==> config.mk <==
export PLATFORM = sky130hd
export DESIGN_NAME = rr_prio_arbiter_flat
export DESIGN_NICKNAME = d
export VERILOG_FILES = /design/src/rtl/rr_prio_arbiter_pkg.sv /design/src/rtl/rr_prio_arbiter_if.sv /design/src/rtl/rr_prio_pick.sv /design/src/rtl/rr_prio_arbiter.sv /design/src/flat_wrapper.sv
export SDC_FILE = /design/constraint.sdc
export NUM_CORES = 1
export LEC_CHECK = 0
export ABC_AREA = 1
export CAP_MARGIN = 30
export CORE_ASPECT_RATIO = 1.5
export CORE_UTILIZATION = 51
export CTS_BUF_LIST = sky130_fd_sc_hd__clkbuf_8
export CTS_CLUSTER_DIAMETER = 80
export DETAILED_ROUTE_END_ITERATION = 16
export PLACE_DENSITY = 0.81
export SLEW_MARGIN = 20
export SYNTH_ARGS = -nofsm -noshare
export SYNTH_HDL_FRONTEND = slang
export SYNTH_SLANG_ARGS = --single-unit
export TNS_END_PERCENT = 5
==> constraint.sdc <==
create_clock -name clk -period 1.8 [get_ports clk]
set_clock_uncertainty 0.05 [all_clocks]
set_input_delay 0.36 -clock clk [delete_from_list [all_inputs] [get_ports clk]]
set_output_delay 0.36 -clock clk [all_outputs]
set_load 0.01 [all_outputs]
==> src/rtl/rr_prio_arbiter_pkg.sv <==
// -----------------------------------------------------------------------------
// rr_prio_arbiter_pkg
// Shared definitions for the round-robin arbiter slice: FSM state encoding and
// the default requester count / index width.
// No ports (package).
// -----------------------------------------------------------------------------
package rr_prio_arbiter_pkg;

    // Default geometry: M requesters, N = log2(M) index bits.
    localparam int M_DEFAULT = 8;
    localparam int N_DEFAULT = 3;

    // Arbiter FSM states.
    typedef enum logic {
        ST_IDLE  = 1'b0,
        ST_GRANT = 1'b1
    } state_e;

endpackage : rr_prio_arbiter_pkg

==> src/rtl/rr_prio_arbiter_if.sv <==
// -----------------------------------------------------------------------------
// rr_prio_arbiter_if
// Request/grant bundle between the requesting blocks and the arbiter.
//   req    [M-1:0]  request vector, bit i = requester i wants the resource
//   done            current holder releases the resource this cycle
//   gnt    [M-1:0]  registered one-hot grant, zero when idle
//   gnt_id [N-1:0]  registered index of the granted requester
//   busy            high while a grant is held (== |gnt)
// Modports: master = requester side, slave = arbiter side.
// -----------------------------------------------------------------------------
interface rr_prio_arbiter_if
    import rr_prio_arbiter_pkg::*;
#(
    parameter int M = M_DEFAULT,
    parameter int N = N_DEFAULT
);

    logic [M-1:0] req;
    logic         done;
    logic [M-1:0] gnt;
    logic [N-1:0] gnt_id;
    logic         busy;

    modport master (
        output req,
        output done,
        input  gnt,
        input  gnt_id,
        input  busy
    );

    modport slave (
        input  req,
        input  done,
        output gnt,
        output gnt_id,
        output busy
    );

endinterface : rr_prio_arbiter_if

==> src/rtl/rr_prio_pick.sv <==
// -----------------------------------------------------------------------------
// rr_prio_pick
// Combinational lowest-index priority encoder.
//   vec_i   [M-1:0]  input vector
//   idx_o   [N-1:0]  index of the lowest set bit of vec_i (0 when vec_i == 0)
//   valid_o          |vec_i
// -----------------------------------------------------------------------------
module rr_prio_pick
    import rr_prio_arbiter_pkg::*;
#(
    parameter int M = M_DEFAULT,
    parameter int N = N_DEFAULT
) (
    input  logic [M-1:0] vec_i,
    output logic [N-1:0] idx_o,
    output logic         valid_o
);

    // Scanning from the top down lets the lowest set bit overwrite last.
    always_comb begin
        idx_o = '0;
        for (int i = M - 1; i >= 0; i--) begin
            if (vec_i[i]) begin
                idx_o = i[N-1:0];
            end
        end
    end

    assign valid_o = |vec_i;

endmodule : rr_prio_pick

==> src/rtl/rr_prio_arbiter.sv <==
// -----------------------------------------------------------------------------
// rr_prio_arbiter
// Round-robin arbiter sharing one resource among M requesters (M == 2**N).
// A rotating pointer masks off requesters below it; the lowest masked request
// wins, falling back to the lowest raw request when the masked set is empty.
// A grant is held until the holder asserts done or drops its request; the
// release always passes through IDLE, so consecutive grants are separated by
// exactly one idle cycle.
//   clk    system clock, rising edge
//   rst_n  asynchronous active-low reset
//   bus    rr_prio_arbiter_if.slave (req, done in; gnt, gnt_id, busy out)
// -----------------------------------------------------------------------------
module rr_prio_arbiter
    import rr_prio_arbiter_pkg::*;
#(
    parameter int M = M_DEFAULT,
    parameter int N = N_DEFAULT
) (
    input  logic                  clk,
    input  logic                  rst_n,
    rr_prio_arbiter_if.slave      bus
);

    localparam logic [M-1:0] ALL_ONES = '1;
    localparam logic [M-1:0] ONE_HOT0 = M'(1);

    state_e       state_q, state_d;
    logic [M-1:0] gnt_q,   gnt_d;
    logic [N-1:0] gnt_id_q, gnt_id_d;
    logic [N-1:0] ptr_q,   ptr_d;

    logic [M-1:0] masked;
    logic [N-1:0] masked_idx, raw_idx, winner;
    logic         masked_vld, raw_vld;

    // Requesters at or above the pointer get first chance.
    assign masked = bus.req & (ALL_ONES << ptr_q);

    rr_prio_pick #(.M(M), .N(N)) u_pick_masked (
        .vec_i   (masked),
        .idx_o   (masked_idx),
        .valid_o (masked_vld)
    );

    rr_prio_pick #(.M(M), .N(N)) u_pick_raw (
        .vec_i   (bus.req),
        .idx_o   (raw_idx),
        .valid_o (raw_vld)
    );

    assign winner = masked_vld ? masked_idx : raw_idx;

    always_comb begin
        state_d  = state_q;
        gnt_d    = gnt_q;
        gnt_id_d = gnt_id_q;
        ptr_d    = ptr_q;
        unique case (state_q)
            ST_IDLE: begin
                if (raw_vld) begin
                    gnt_d    = ONE_HOT0 << winner;
                    gnt_id_d = winner;
                    state_d  = ST_GRANT;
                end
            end
            ST_GRANT: begin
                // Other requesters are ignored; only the holder's own request
                // and done can end the grant. gnt_id is left as-is on release.
                if (bus.done || !bus.req[gnt_id_q]) begin
                    gnt_d   = '0;
                    // M == 2**N, so N-bit overflow is exactly the wrap to 0.
                    ptr_d   = gnt_id_q + N'(1);
                    state_d = ST_IDLE;
                end
            end
            default: begin
                state_d = ST_IDLE;
                gnt_d   = '0;
            end
        endcase
    end

    always_ff @(posedge clk or negedge rst_n) begin
        if (!rst_n) begin
            state_q  <= ST_IDLE;
            gnt_q    <= '0;
            gnt_id_q <= '0;
            ptr_q    <= '0;
        end else begin
            state_q  <= state_d;
            gnt_q    <= gnt_d;
            gnt_id_q <= gnt_id_d;
            ptr_q    <= ptr_d;
        end
    end

    assign bus.gnt    = gnt_q;
    assign bus.gnt_id = gnt_id_q;
    assign bus.busy   = |gnt_q;

endmodule : rr_prio_arbiter

==> src/flat_wrapper.sv <==
// flat-port wrapper written by rule: the top's interface ports become plain ports
module rr_prio_arbiter_flat import rr_prio_arbiter_pkg::*;
#(
    parameter int M = M_DEFAULT,
    parameter int N = N_DEFAULT
)
  (clk, rst_n, bus_req, bus_done, bus_gnt, bus_gnt_id, bus_busy);
  rr_prio_arbiter_if #(.M(M), .N(N)) bus_i ();
  input  logic clk;
  input  logic rst_n;
  input wire logic [$bits(bus_i.req)-1:0] bus_req;
  input wire logic [$bits(bus_i.done)-1:0] bus_done;
  output wire logic [$bits(bus_i.gnt)-1:0] bus_gnt;
  output wire logic [$bits(bus_i.gnt_id)-1:0] bus_gnt_id;
  output wire logic [$bits(bus_i.busy)-1:0] bus_busy;
  assign bus_i.req = bus_req;
  assign bus_i.done = bus_done;
  assign bus_gnt = bus_i.gnt;
  assign bus_gnt_id = bus_i.gnt_id;
  assign bus_busy = bus_i.busy;
  rr_prio_arbiter #(.M(M), .N(N)) u_core (.clk(clk), .rst_n(rst_n), .bus(bus_i));
endmodule
==> flow_summary.yaml <==
status:
  run_status: "finished clean"
worst_setup_path:
  timing.critical_path.slowest_stage_cell: "clkdlybuf4s50_1"
  timing.critical_path.buf_inv: 1
  cp_top_delay_family: "buffers and inverters"
  setup.worst_path.end_class: "output port"
  timing.rr.start: "u_core.ptr_q[2]"
  critical_path.startpoint: "u_core.bus.gnt_id[0]"
  crit_reg_reg_endpoint: "u_core.bus.gnt[0]"
  crit_chain: "clkdlybuf4s50_1"
  criticalPathCategory: "reg -> out"
  crit_path_max_incr_delay_ns: 0.59
  critical_path_required_ns: 1.39
  setup.worst_path.start_class: "flip-flop"
  cp.depth: 1
  worst-r2r-setup-slack_ns: 0.20
  critical_path_peak_fanout: 8
  arrival_worst_endpoint_ns: 1.32
  timing.reg2reg.worst_path_depth: 9
floorplan:
  fp.dieW_um: 38.3
  coreArea_um2: 1850
  fp-row-count: 19
  initial_utilization_pct: 54.5
  io-pin-count: 23
  fp.dieArea_um2: 2170
  die_h_um: 56.5
detailed_routing:
  drt_iter0_markers: 14
  routed_wl_mm: 2.82
  ant_nets: 0
  wire_per_inst_um: 14.8
  routed_via_density: 5.59
  drt_pre_antenna_iters: 4
  dr_total_vias: 1067
  route.detailed.drc: 0
finish:
  antennaDiodeCount: 0
  final_net_count: 183
  layout-area-overhead-vs-synth_pct: 36.6
  layoutNonFillerInstCount: 191
  filler_cell_count: 169
  drive_gt1_share_pct: 22.9
clock_tree:
  cts_tree: "done"
  cts_hold_buf: 0
  cts-htree-levels: 1
  cts_made_buffers: 3
  worstSkewPairLatency_ns: 0.25
  ctsLongestPathBuffers: 2
  clock_sinks: 15
  clk_root_buffer_cell: "clkbuf_8"
  register_clock_pin_slew_on_the_reported_worst_setup_and_hold_paths_ns: 0.06
job:
  max_cap_violations: 0
timing:
  period_minus_slack_ns: 1.73
  rsz0062_at_grt: "true"
  hold_viol: 0
  relSlewSlack_pct: 83.3
  max_freq_ghz: 0.579
  drv_slew: 0
  setup_viol: 0
  transition_time_at_the_pin_with_the_least_slew_margin_ns: 0.250
  final.setup.tns_ns: 0
  final_min_period_over_clock_period_pct: 95.9
global_route:
  number_of_global_route_vias_before_repair: 999
  routing_usage_on_met3_pct: 2.37
  globalRoute.busiestLayer: "met2"
  first_pass_grt_wire_length_mm: 4.31
  grt_max_degree: 16
  gr-usage-all-layers_pct: 27.9
  groute.layer.met1.usage_pct: 31.6
  grt_overflow: 0
  grt_antenna_before_repair: 0
  grt_use_met2_pct: 53.0
synth:
  synth.yosys.seq_area_share_pct: 37.2
  ys_types: 25
  synthesis.nets: 148
  synth.yosys.warnings: 0
  syn_inst: 136
  ys_seq_elements: 15
  synthesis.area_per_instance_um2: 7.42
  summed_instance_area_of_the_synthesized_netlist_um2: 1010
place:
  io_buffers: 22
  place.detailed.instances: 187
  gp_routability_congestion: 0.863
  dp.final_hpwl_mm: 2.09
power_and_ir_drop:
  power.ir.vdd_worst_mv: 1.02
  static-leakage-power_nw: 0.679
  areal_power_density_over_the_cells_nw_per_um2: 1660
min_path:
  hold_path_class: "in -> async"
[report_power, final]
part	internal [W]	switching [W]	total (W)
Clock	0.000154	0.000125	0.000279
Sequential	0.000485	0.000183	0.000668
Combinational	0.000585	0.000757	0.00134
Total	0.00122	0.00107	0.00229
[layout by cell type, fill, tap and decap left out, types with 5 or more instances in the layout]
cell	n
nand2_1	33
nand3_1	20
clkdlybuf4s50_1	20
dfrtp_1	15
inv_1	10
buf_4	10
o21ai_0	9
a21oi_1	7
nand2_2	6
inv_2	5
nand4_1	5
[worst max-delay path by stage]
stage	to	slack [ns]
6_report	bus_gnt_id[0]	0.07
4_1_cts	u_core.bus.gnt[1]	0.08
5_1_grt	u_core.bus.gnt[5]	-0.007
3_5_place_dp	u_core.bus.gnt[1]	-0.17
3_3_place_gp	u_core.bus.gnt[4]	-0.12
2_1_floorplan	u_core.ptr_q[0]	0.38
[timing repair]
item                                    in CTS  in global routing
gates cloned                                 0                  0
endpoints found under the setup margin       1                 10
resized for setup                            3                  4
setup buffers                                0                  0
endpoints found under the hold margin        0                  0
[cell type report]
type | count | area [um2] | area share [%]
multi-input cells | 104 | 578 | 41.9
flip-flops and latches | 15 | 375 | 27.2
clock buffers | 3 | 41.3 | 2.99
clock inverters | 1 | 5.00 | 0.363
well taps | 21 | 26.3 | 1.91
inverters | 15 | 56.3 | 4.08
repair buffers | 32 | 297 | 21.5
[routing by layer]
metal / share of wire, % / routed length (um)
met1: 39 / 1100
met2: 56 / 1570
met3: 4.0 / 114
met4: 1.4 / 39
met5: 0 / 0
[cells by family after synthesis]
group           share of synthesized area [%]
flops                                    37.2
compound gates                           13.0
buf+inv                                  8.05
simple gates                             39.7
xor+xnor                                0.868
fa+ha+maj                                1.24
[cell usage after synthesis, drive strengths merged]
cell type,number,area share (%)
o21ai,13,7.2
nor2,8,5.0
nor3,1,0.50
nand4,5,3.1
nand3b,1,0.74
buf,1,1.1
clkbuf,1,1.4
o21bai,1,0.74
xnor2,1,0.87
ha,1,1.2
nand2,41,18
a21oi,8,5.1
inv,15,5.6
nand3,22,11
dfrtp,15,37
nor4,2,1.2
[registers in the layout, indices dropped and copies added, names as in the netlist]
name / cells
u_core.bus.gnt: 8
u_core.bus.gnt_id: 3
u_core.ptr_q: 3
u_core.state_q: 1
[metrics by stage]
step	cell area, um2	util (%)	total power (W)	hold WS (ns)	worst slack (ns)
floorplan	1010	-	0.00147	0.0144	0.382
global placement	1310	70.4	0.00192	0.473	-0.124
detailed placement	1310	70.4	0.00197	0.474	-0.169
CTS	1360	73.5	0.00225	0.385	0.0756
global route	1380	74.4	0.00244	0.402	-0.00675
finish	1380	74.4	0.00229	0.369	0.0739
Note: power is estimated with default switching activity, not from simulation.
